==> src/rtl/dmem_arbiter.sv <==
// dmem_arbiter: shares the single-port data memory between the CPU and a DMA engine
// Ports: cpu_* / dma_* requester interfaces (req, we, byte_op, addr, wd, gnt, rvalid, rd, dma_last_i),
//        mem_* memory port (we, byte_op, addr, wd out; rd in, combinational), addr_err_o range-error pulse.
// Optional: define DMEM_ARB_STATS_EN to add stat_cpu_gnt_o, stat_dma_gnt_o, stat_conflict_o counters.
module dmem_arbiter #(
    parameter int                    DATA_WIDTH    = 32,
    parameter logic [DATA_WIDTH-1:0] START_ADDRESS = 'h10000,
    parameter logic [DATA_WIDTH-1:0] END_ADDRESS   = 'h1FFFF,
    parameter int                    MAX_WAIT      = 4,
    parameter int                    BURST_MAX     = 8
) (
    input  logic                  clk,
    input  logic                  rst_n,
    input  logic                  cpu_req_i,
    input  logic                  cpu_we_i,
    input  logic                  cpu_byte_op_i,
    input  logic [DATA_WIDTH-1:0] cpu_addr_i,
    input  logic [DATA_WIDTH-1:0] cpu_wd_i,
    output logic                  cpu_gnt_o,
    output logic                  cpu_rvalid_o,
    output logic [DATA_WIDTH-1:0] cpu_rd_o,
    input  logic                  dma_req_i,
    input  logic                  dma_we_i,
    input  logic                  dma_byte_op_i,
    input  logic [DATA_WIDTH-1:0] dma_addr_i,
    input  logic [DATA_WIDTH-1:0] dma_wd_i,
    input  logic                  dma_last_i,
    output logic                  dma_gnt_o,
    output logic                  dma_rvalid_o,
    output logic [DATA_WIDTH-1:0] dma_rd_o,
    output logic                  mem_we_o,
    output logic                  mem_byte_op_o,
    output logic [DATA_WIDTH-1:0] mem_addr_o,
    output logic [DATA_WIDTH-1:0] mem_wd_o,
    input  logic [DATA_WIDTH-1:0] mem_rd_i,
    output logic                  addr_err_o
`ifdef DMEM_ARB_STATS_EN
    ,
    output logic [31:0]           stat_cpu_gnt_o,
    output logic [31:0]           stat_dma_gnt_o,
    output logic [31:0]           stat_conflict_o
`endif
);
    localparam int WW = $clog2(MAX_WAIT + 1);
    localparam int BW = $clog2(BURST_MAX + 1);
    localparam logic [WW-1:0] W_MAX = WW'(MAX_WAIT);
    localparam logic [BW-1:0] B_MAX = BW'(BURST_MAX);

    typedef enum logic {IDLE, DMA_BURST} state_t;

    state_t                state;
    logic [WW-1:0]         wait_cnt;
    logic [BW-1:0]         beat_cnt;
    logic                  burst_block;
    logic                  dma_force;
    logic                  g_we;
    logic                  g_byte;
    logic [DATA_WIDTH-1:0] g_addr;
    logic [DATA_WIDTH:0]   addr_top;
    logic                  legal;

    // a starved DMA overrides the CPU only while it is still requesting
    assign dma_force = dma_req_i && wait_cnt == W_MAX;
    assign cpu_gnt_o = state == IDLE && cpu_req_i && !dma_force;
    assign dma_gnt_o = dma_req_i && (state == DMA_BURST || !cpu_req_i || dma_force);

    assign g_we   = cpu_gnt_o ? cpu_we_i      : dma_gnt_o ? dma_we_i      : 1'b0;
    assign g_byte = cpu_gnt_o ? cpu_byte_op_i : dma_gnt_o ? dma_byte_op_i : 1'b0;
    assign g_addr = cpu_gnt_o ? cpu_addr_i    : dma_gnt_o ? dma_addr_i    : '0;

    // last byte touched, one bit wider so addresses near the top cannot wrap
    assign addr_top = {1'b0, g_addr} + (g_byte ? '0 : (DATA_WIDTH + 1)'(3));
    assign legal    = g_addr >= START_ADDRESS && addr_top <= {1'b0, END_ADDRESS};

    assign mem_we_o      = g_we && legal;
    assign mem_byte_op_o = g_byte;
    assign mem_addr_o    = g_addr;
    assign mem_wd_o      = cpu_gnt_o ? cpu_wd_i : dma_gnt_o ? dma_wd_i : '0;

    always_ff @(posedge clk) begin
        if (!rst_n) begin
            state        <= IDLE;
            wait_cnt     <= '0;
            beat_cnt     <= '0;
            burst_block  <= 1'b0;
            cpu_rvalid_o <= 1'b0;
            dma_rvalid_o <= 1'b0;
            cpu_rd_o     <= '0;
            dma_rd_o     <= '0;
            addr_err_o   <= 1'b0;
        end else begin
            cpu_rvalid_o <= cpu_gnt_o && !cpu_we_i;
            dma_rvalid_o <= dma_gnt_o && !dma_we_i;
            if (cpu_gnt_o && !cpu_we_i)
                cpu_rd_o <= legal ? mem_rd_i : '0;
            if (dma_gnt_o && !dma_we_i)
                dma_rd_o <= legal ? mem_rd_i : '0;
            addr_err_o <= (cpu_gnt_o || dma_gnt_o) && !legal;
            wait_cnt   <= (!dma_req_i || dma_gnt_o) ? '0 : wait_cnt == W_MAX ? W_MAX : wait_cnt + 1'b1;
            if (state == IDLE) begin
                // the block left by a full-length burst lifts once the CPU is served or idle
                if (cpu_gnt_o || !cpu_req_i)
                    burst_block <= 1'b0;
                if (dma_gnt_o && !dma_last_i && !burst_block) begin
                    state    <= DMA_BURST;
                    beat_cnt <= BW'(1);
                end
            end else if (!dma_req_i || dma_last_i || beat_cnt + 1'b1 == B_MAX) begin
                state       <= IDLE;
                beat_cnt    <= '0;
                burst_block <= dma_req_i && !dma_last_i;
            end else begin
                beat_cnt <= beat_cnt + 1'b1;
            end
        end
    end

`ifdef DMEM_ARB_STATS_EN
    always_ff @(posedge clk) begin
        if (!rst_n) begin
            stat_cpu_gnt_o  <= '0;
            stat_dma_gnt_o  <= '0;
            stat_conflict_o <= '0;
        end else begin
            stat_cpu_gnt_o  <= stat_cpu_gnt_o + 32'(cpu_gnt_o);
            stat_dma_gnt_o  <= stat_dma_gnt_o + 32'(dma_gnt_o);
            stat_conflict_o <= stat_conflict_o + 32'(cpu_req_i && dma_req_i);
        end
    end
`endif
endmodule

==> config.mk <==
export PLATFORM = sky130hd
export DESIGN_NAME = dmem_arbiter
export DESIGN_NICKNAME = d
export VERILOG_FILES = /design/src/rtl/dmem_arbiter.sv
export SDC_FILE = /design/constraint.sdc
export NUM_CORES = 1
export LEC_CHECK = 0
export ABC_AREA = 1
export BUFFER_PORTS_ARGS = -buffer_cell sky130_fd_sc_hd__buf_4
export CORE_AREA = 4 4 119 121
export DETAILED_ROUTE_END_ITERATION = 10
export DIE_AREA = 0 0 123 125
export MAX_ROUTING_LAYER = met4
export PLACE_DENSITY_LB_ADDON = 0.05
export SKIP_CTS_REPAIR_TIMING = 1
export SYNTH_ARGS = -nofsm -noshare
export SYNTH_HDL_FRONTEND = slang
export SYNTH_SLANG_ARGS = --single-unit
==> constraint.sdc <==
create_clock -name clk -period 4.5 [get_ports clk]
set_clock_uncertainty 0.15 [all_clocks]
set_input_delay 0.675 -clock clk [delete_from_list [all_inputs] [get_ports clk]]
set_output_delay 0.675 -clock clk [all_outputs]
set_load 0.02 [all_outputs]
==> qor.yml, run 1 <==
floorplanning:
  num_io_pins: 304
  die_w_microns: 123
  dieArea_sq_um: 15400
  core_sq_um: 13100
  start_util_pct: 39.5
  fp.dieH_microns: 125
  std_cell_rows: 42
logic_synthesis:
  syn_nets: 937
  syn_area_sq_um: 5170
  yosysWarnings: 0
  seq_area_frac_synth_pct: 29.4
  synth_edf_count: 0
  ys_seq_elements: 76
  syn_area_per_cell_sq_um: 6.79
  yosysUniqueCellTypes: 42
  ys_async_sr_fraction_pct: 0
  syn-instance-count: 761
  synth_top_flop_cell: "dfxtp_1"
clocking:
  tritoncts: "done"
  clock_sinks: 76
  cts_max_level: 3
  ctsLongestPathBuffers: 2
  cts_buffers: 9
  clk_latency_ns: 0.33
  clk_pin_slew_ns: 0.06
  cts-root-buf: "clkbuf_16"
grt:
  grt_pass1_vias: 5913
  gr-total-overflow: 0
  grt_max_degree: 70
  antenna_found_initial: 0
  grt_usage_pct: 25.3
  grt_pass1_wl_mm: 30.4
placement:
  routabilityCongestion: 0.930
  hpwl_mm: 15.4
  io_buffer_count: 303
sta:
  min_period_over_period_pct: 94.9
  tns_ns: 0
  period_needed_ns: 4.27
  finalHoldViolCount: 0
  max_slew.worst_pin.slew_ns: 1.25
  fmax_mhz: 234
  max_slew_margin_pct: 16.7
  setup_viol: 0
  slew_viol_final: 0
route:
  vias: 6153
  drc: 0
  wl_per_cell_microns: 16.2
  drt_iter0_markers: 444
  drt_pass1_iterations: 5
  ant_nets: 0
  vias_per_cell: 5.03
  wl_mm: 19.8
setup_path:
  critical_path.max_fanout: 16
  setup.worst_path.start_class: "register"
  critPathArrivalTime_ns: 3.44
  critPathKind: "register to output pin"
  required_ns: 3.67
  endpoint_kind: "output pin"
finish:
  antennaDiodeCount: 0
  syn_to_final_growth_pct: 52.9
  seq_area_sq_um: 1520
  fin_util_pct: 60.4
  fillers: 1257
  multiInputGateArea_sq_um: 3230
  drive_gt1_share_pct: 40.6
  layout_commonest_cell: "buf_4"
  nets: 1218
  final_cell_mix: "buf_4, nand2_1, o21ai_0"
outcome:
  status: "complete, no violations"
power:
  p_leak_nw: 3.72
  power_density_nw_per_um2: 266
  vdd_drop_max_uv: 244
min_path:
  hold_class: "register to register"
run:
  drv_cap: 0
==> state kept, by name, indices dropped and copies added (netlist names) <==
register and flops:
cpu_rvalid_o 1, cpu_rd_o 32, wait_cnt 3, beat_cnt 4
burst_block 1, addr_err_o 1, dma_rd_o 32, state 1
dma_rvalid_o 1
==> final cells by class <==
| type | instances | area share [%] |
|---|---|---|
| flip-flops and latches | 76 | 19.3 |
| well taps | 176 | 2.79 |
| clock inverters | 6 | 0.823 |
| multi-input cells | 575 | 40.9 |
| inverters | 64 | 3.23 |
| repair buffers | 316 | 30.1 |
| clock buffers | 10 | 2.90 |
==> metal layers <==
layer	GRT usage (%)	vias to the layer above	share of wire, %
met5	-	-	0
met4	6.64	0	2.0
met3	6.32	30	8.6
met2	39.7	218	46
met1	32.4	2793	43
li1	-	3112	-
==> final timing paths <==
| path | startpoint | endpoint | depth (start not counted) | slack [ns] |
|---|---|---|---|---|
| max reg2reg | wait_cnt[0] | dma_rd_o[18] | 23 | 0.75 |
| max | wait_cnt[0] | mem_we_o | 23 | 0.23 |
| min | wait_cnt[0] | wait_cnt[0] | 1 | 0.30 |
| min reg2reg | wait_cnt[0] | wait_cnt[0] | 1 | 0.30 |
==> critical path: stages, from the launching register on <==
cell and delay [ns]:
dfxtp_1 0.35, inv_1 0.05, ha_1 0.24, nand3_4 0.11
nand2_8 0.09, nand2_8 0.11, inv_8 0.06, a22o_4 0.23
ha_1 0.29, nand2_1 0.05, nand2_1 0.08, inv_1 0.05
nor2_2 0.13, nand2_1 0.12, nor2_4 0.14, nand3_1 0.10
o21bai_1 0.13, nand2_1 0.06, clkinv_1 0.05, nand3_2 0.13
nor2_8 0.14, nand2_2 0.08, nor3_4 0.15, buf_4 0.16
==> report_power, final <==
group          internal [mW]  switching (mW)  leakage [nW]
registers              0.709          0.0178         0.622
clock network          0.428           0.278         0.131
logic                  0.288           0.384          2.97
total                   1.42           0.679          3.72
==> per-stage QoR <==
step	cells	cell area [sq um]	hold WS, ns	total power, mW	setup slack [ns]
final	1223	7900	0.297	2.10	0.230
after global routing	1223	7900	0.331	2.21	-0.0138
after CTS	1221	7850	0.303	2.11	0.0427
after detailed placement	1205	7560	0.294	1.41	0.266
after global placement	1205	7560	0.282	1.41	0.290
after floorplan	761	5250	0.267	1.10	0.0183
==> cells in the mapped netlist (3+ instances only) <==
cell type / count / area [sq um]
buf_6: 6 / 67.6
o21ai_0: 77 / 385
nor3_1: 4 / 20.0
nand2_1: 158 / 593
nand2_4: 3 / 33.8
a22o_1: 34 / 298
a21oi_1: 71 / 355
buf_4: 7 / 52.6
ha_1: 6 / 75.1
nand3_1: 58 / 290
nand4_1: 4 / 25.0
nor2_4: 5 / 56.3
nor2_2: 9 / 56.3
clkbuf_1: 26 / 97.6
nand3b_1: 4 / 30.0
nand2_2: 18 / 113
buf_2: 4 / 20.0
nand3_2: 38 / 380
inv_1: 60 / 225
nor2_1: 64 / 240
o21ai_1: 4 / 20.0
dfxtp_1: 76 / 1520
==> cells by family (layout without fill, tap and decap cells) <==
group,count (synthesis),in the layout,synth area share (%)
buffers and inverters,110,396,9.71
xor gates and xnor gates,2,2,0.339
AOI/OAI and AO/OA,193,193,21.5
DFF,76,76,29.4
and+or+nand+nor,373,373,37.2
adders and majority gates,7,7,1.84
(Power assumes the default switching activity.)
==> run 2, diff against run 1 <==
--- a/config.mk
+++ b/config.mk
@@ -7,9 +7,9 @@
 export LEC_CHECK = 0
 export ABC_AREA = 1
 export BUFFER_PORTS_ARGS = -buffer_cell sky130_fd_sc_hd__buf_4
-export CORE_AREA = 4 4 119 121
+export CORE_AREA = 4 4 127 129
 export DETAILED_ROUTE_END_ITERATION = 10
-export DIE_AREA = 0 0 123 125
+export DIE_AREA = 0 0 131 133
 export MAX_ROUTING_LAYER = met4
 export PLACE_DENSITY_LB_ADDON = 0.05
 export SKIP_CTS_REPAIR_TIMING = 1
==> run 2 against run 1 <==
Net effect: final cell count is 1.1% higher; sequential power about the same; clock-buffer cell count decreased by 1; critical endpoint unchanged; highest routed layer unchanged.
==> qor.yml, run 2 (synthesis results as in run 1) <==
finish:
  syn_to_final_growth_pct: 55.2
  final_area_sq_um: 8020
  layout_commonest_cell: "buf_4"
  fin_util_pct: 53.3
  drive_gt1_share_pct: 41.0
  nets: 1220
  fillers: 1519
  antennaDiodeCount: 0
  final_cell_mix: "buf_4, nand2_1, o21ai_0"
  largestRegisters: "cpu_rd_o: 32 flops, dma_rd_o: 32 flops, beat_cnt: 4 flops"
setup_path:
  setup.worst_path.start_class: "register"
  path_cells: "inv_1 > ha_2 > nand3_4 > nand2_8 > nand2_8 > clkinv_4 > a22o_4 > ha_1 > nand2_1 > nand2_1 > inv_1 > nor2_2 > nand2_1 > nor2_4 > nand4_1 > nand2_1 > nand2_1 > nor2_1 > nand3_4 > nor2_8 > nand2_2 > nor3_4 > buf_6"
  cpPeakStageDelay_ns: 0.34
  endpoint_kind: "output pin"
  cp_top_family: "simple AND/OR/NAND/NOR gates"
  critPathArrivalTime_ns: 3.35
  path_common_cell: "nand2_1"
  critical_path.max_fanout: 7
  critPathKind: "register to output pin"
  cp_num_buf_inv: 4
  cpMaxStageDelayCell: "dfxtp_2"
  required_ns: 3.67
power:
  combinationalPowerShare_pct: 29.7
  p_leak_nw: 3.78
  power_density_nw_per_um2: 284
  p_sw_mw: 0.681
  p_sw_share_pct: 29.9
  p_int_mw: 1.60
  power_frac_seq_pct: 31.9
  clockPowerShare_pct: 38.4
  vdd_drop_max_uv: 224
grt:
  grt_max_degree: 70
  gr-total-overflow: 0
  grt_usage_pct: 22.9
  grt_pass1_wl_mm: 31.0
  grt_pass1_vias: 5911
  antenna_found_initial: 0
sta:
  max_slew_margin_pct: 38.8
  tns_ns: 0
  min_period_over_period_pct: 92.8
  slew_viol_final: 0
  setup_slack_ns: 0.324
  fmax_mhz: 239
  max_slew.worst_pin.slew_ns: 0.916
  period_needed_ns: 4.18
  setup_viol: 0
  finalHoldViolCount: 0
placement:
  io_buffer_count: 303
  place_ws_ns: 0.254
  routabilityCongestion: 0.910
  place_area_sq_um: 7600
  hpwl_mm: 15.8
floorplanning:
  start_util_pct: 34.4
  std_cell_rows: 45
  die_w_microns: 131
  dieArea_sq_um: 17400
  core_sq_um: 15000
  fp.dieH_microns: 133
  num_io_pins: 304
clocking:
  tritoncts: "done"
  cts-root-buf: "clkbuf_16"
  cts_buffers: 9
  clk_latency_ns: 0.33
  clk_pin_slew_ns: 0.06
  clock_sinks: 76
  cts_max_level: 3
  ctsLongestPathBuffers: 2
route:
  vias_per_cell: 4.93
  drc: 0
  drt_iter0_markers: 356
  wl_per_cell_microns: 16.4
  drt_pass1_iterations: 5
  wl_mm: 20.2
  vias: 6101
  ant_nets: 0
min_path:
  hold_class: "register to register"
run:
  drv_cap: 0
outcome:
  status: "complete, no violations"
run 2: path summary, 6_finish.rpt:
kind / cells after the start / endpoint / startpoint / slack (ns)
setup / recovery: 23 / mem_we_o / wait_cnt[0] / 0.32
hold / removal: 1 / wait_cnt[0] / wait_cnt[0] / 0.27
setup reg to reg: 23 / cpu_rd_o[18] / wait_cnt[0] / 0.80
hold reg to reg: 1 / wait_cnt[0] / wait_cnt[0] / 0.27
run 2: metal layers:
layer / up-vias / routed length (microns) / GRT usage (%)
met2: 218 / 9500 / 35.2
met3: 28 / 1490 / 4.28
met4: 0 / 463 / 7.43
met5: - / 0 / -
li1: 3110 / - / -
met1: 2745 / 8790 / 30.3
run 2: area by class of cell:
type                            count  area [sq um]  area share (%)
Clock buffer                        9           225            2.81
Clock inverter                      7           139            1.73
Inverter                           64           253            3.15
Multi-Input combinational cell    575          3240            40.4
Sequential cell                    76          1520            19.0
Tap cell                          188           235            2.93
Timing Repair Buffer              318          2400            30.0
run 2: stage by stage:
stage / power, mW / instances / hold slack [ns]
6_report: 2.28 / 1237 / 0.273
5_1_grt: 2.39 / 1237 / 0.298
4_1_cts: 2.30 / 1236 / 0.302
3_5_place_dp: 1.41 / 1220 / 0.288
3_3_place_gp: 1.41 / 1220 / 0.283
2_1_floorplan: 1.10 / 761 / 0.267
run 2: power by group through the flow:
stage                     registers (mW)  logic (mW)  clock network (mW)
after floorplan                    0.780       0.319                   0
after global placement             0.741       0.672                   0
after detailed placement           0.740       0.671                   0
after CTS                          0.727       0.673               0.900
after global routing               0.730       0.730               0.928
final                              0.727       0.676               0.874
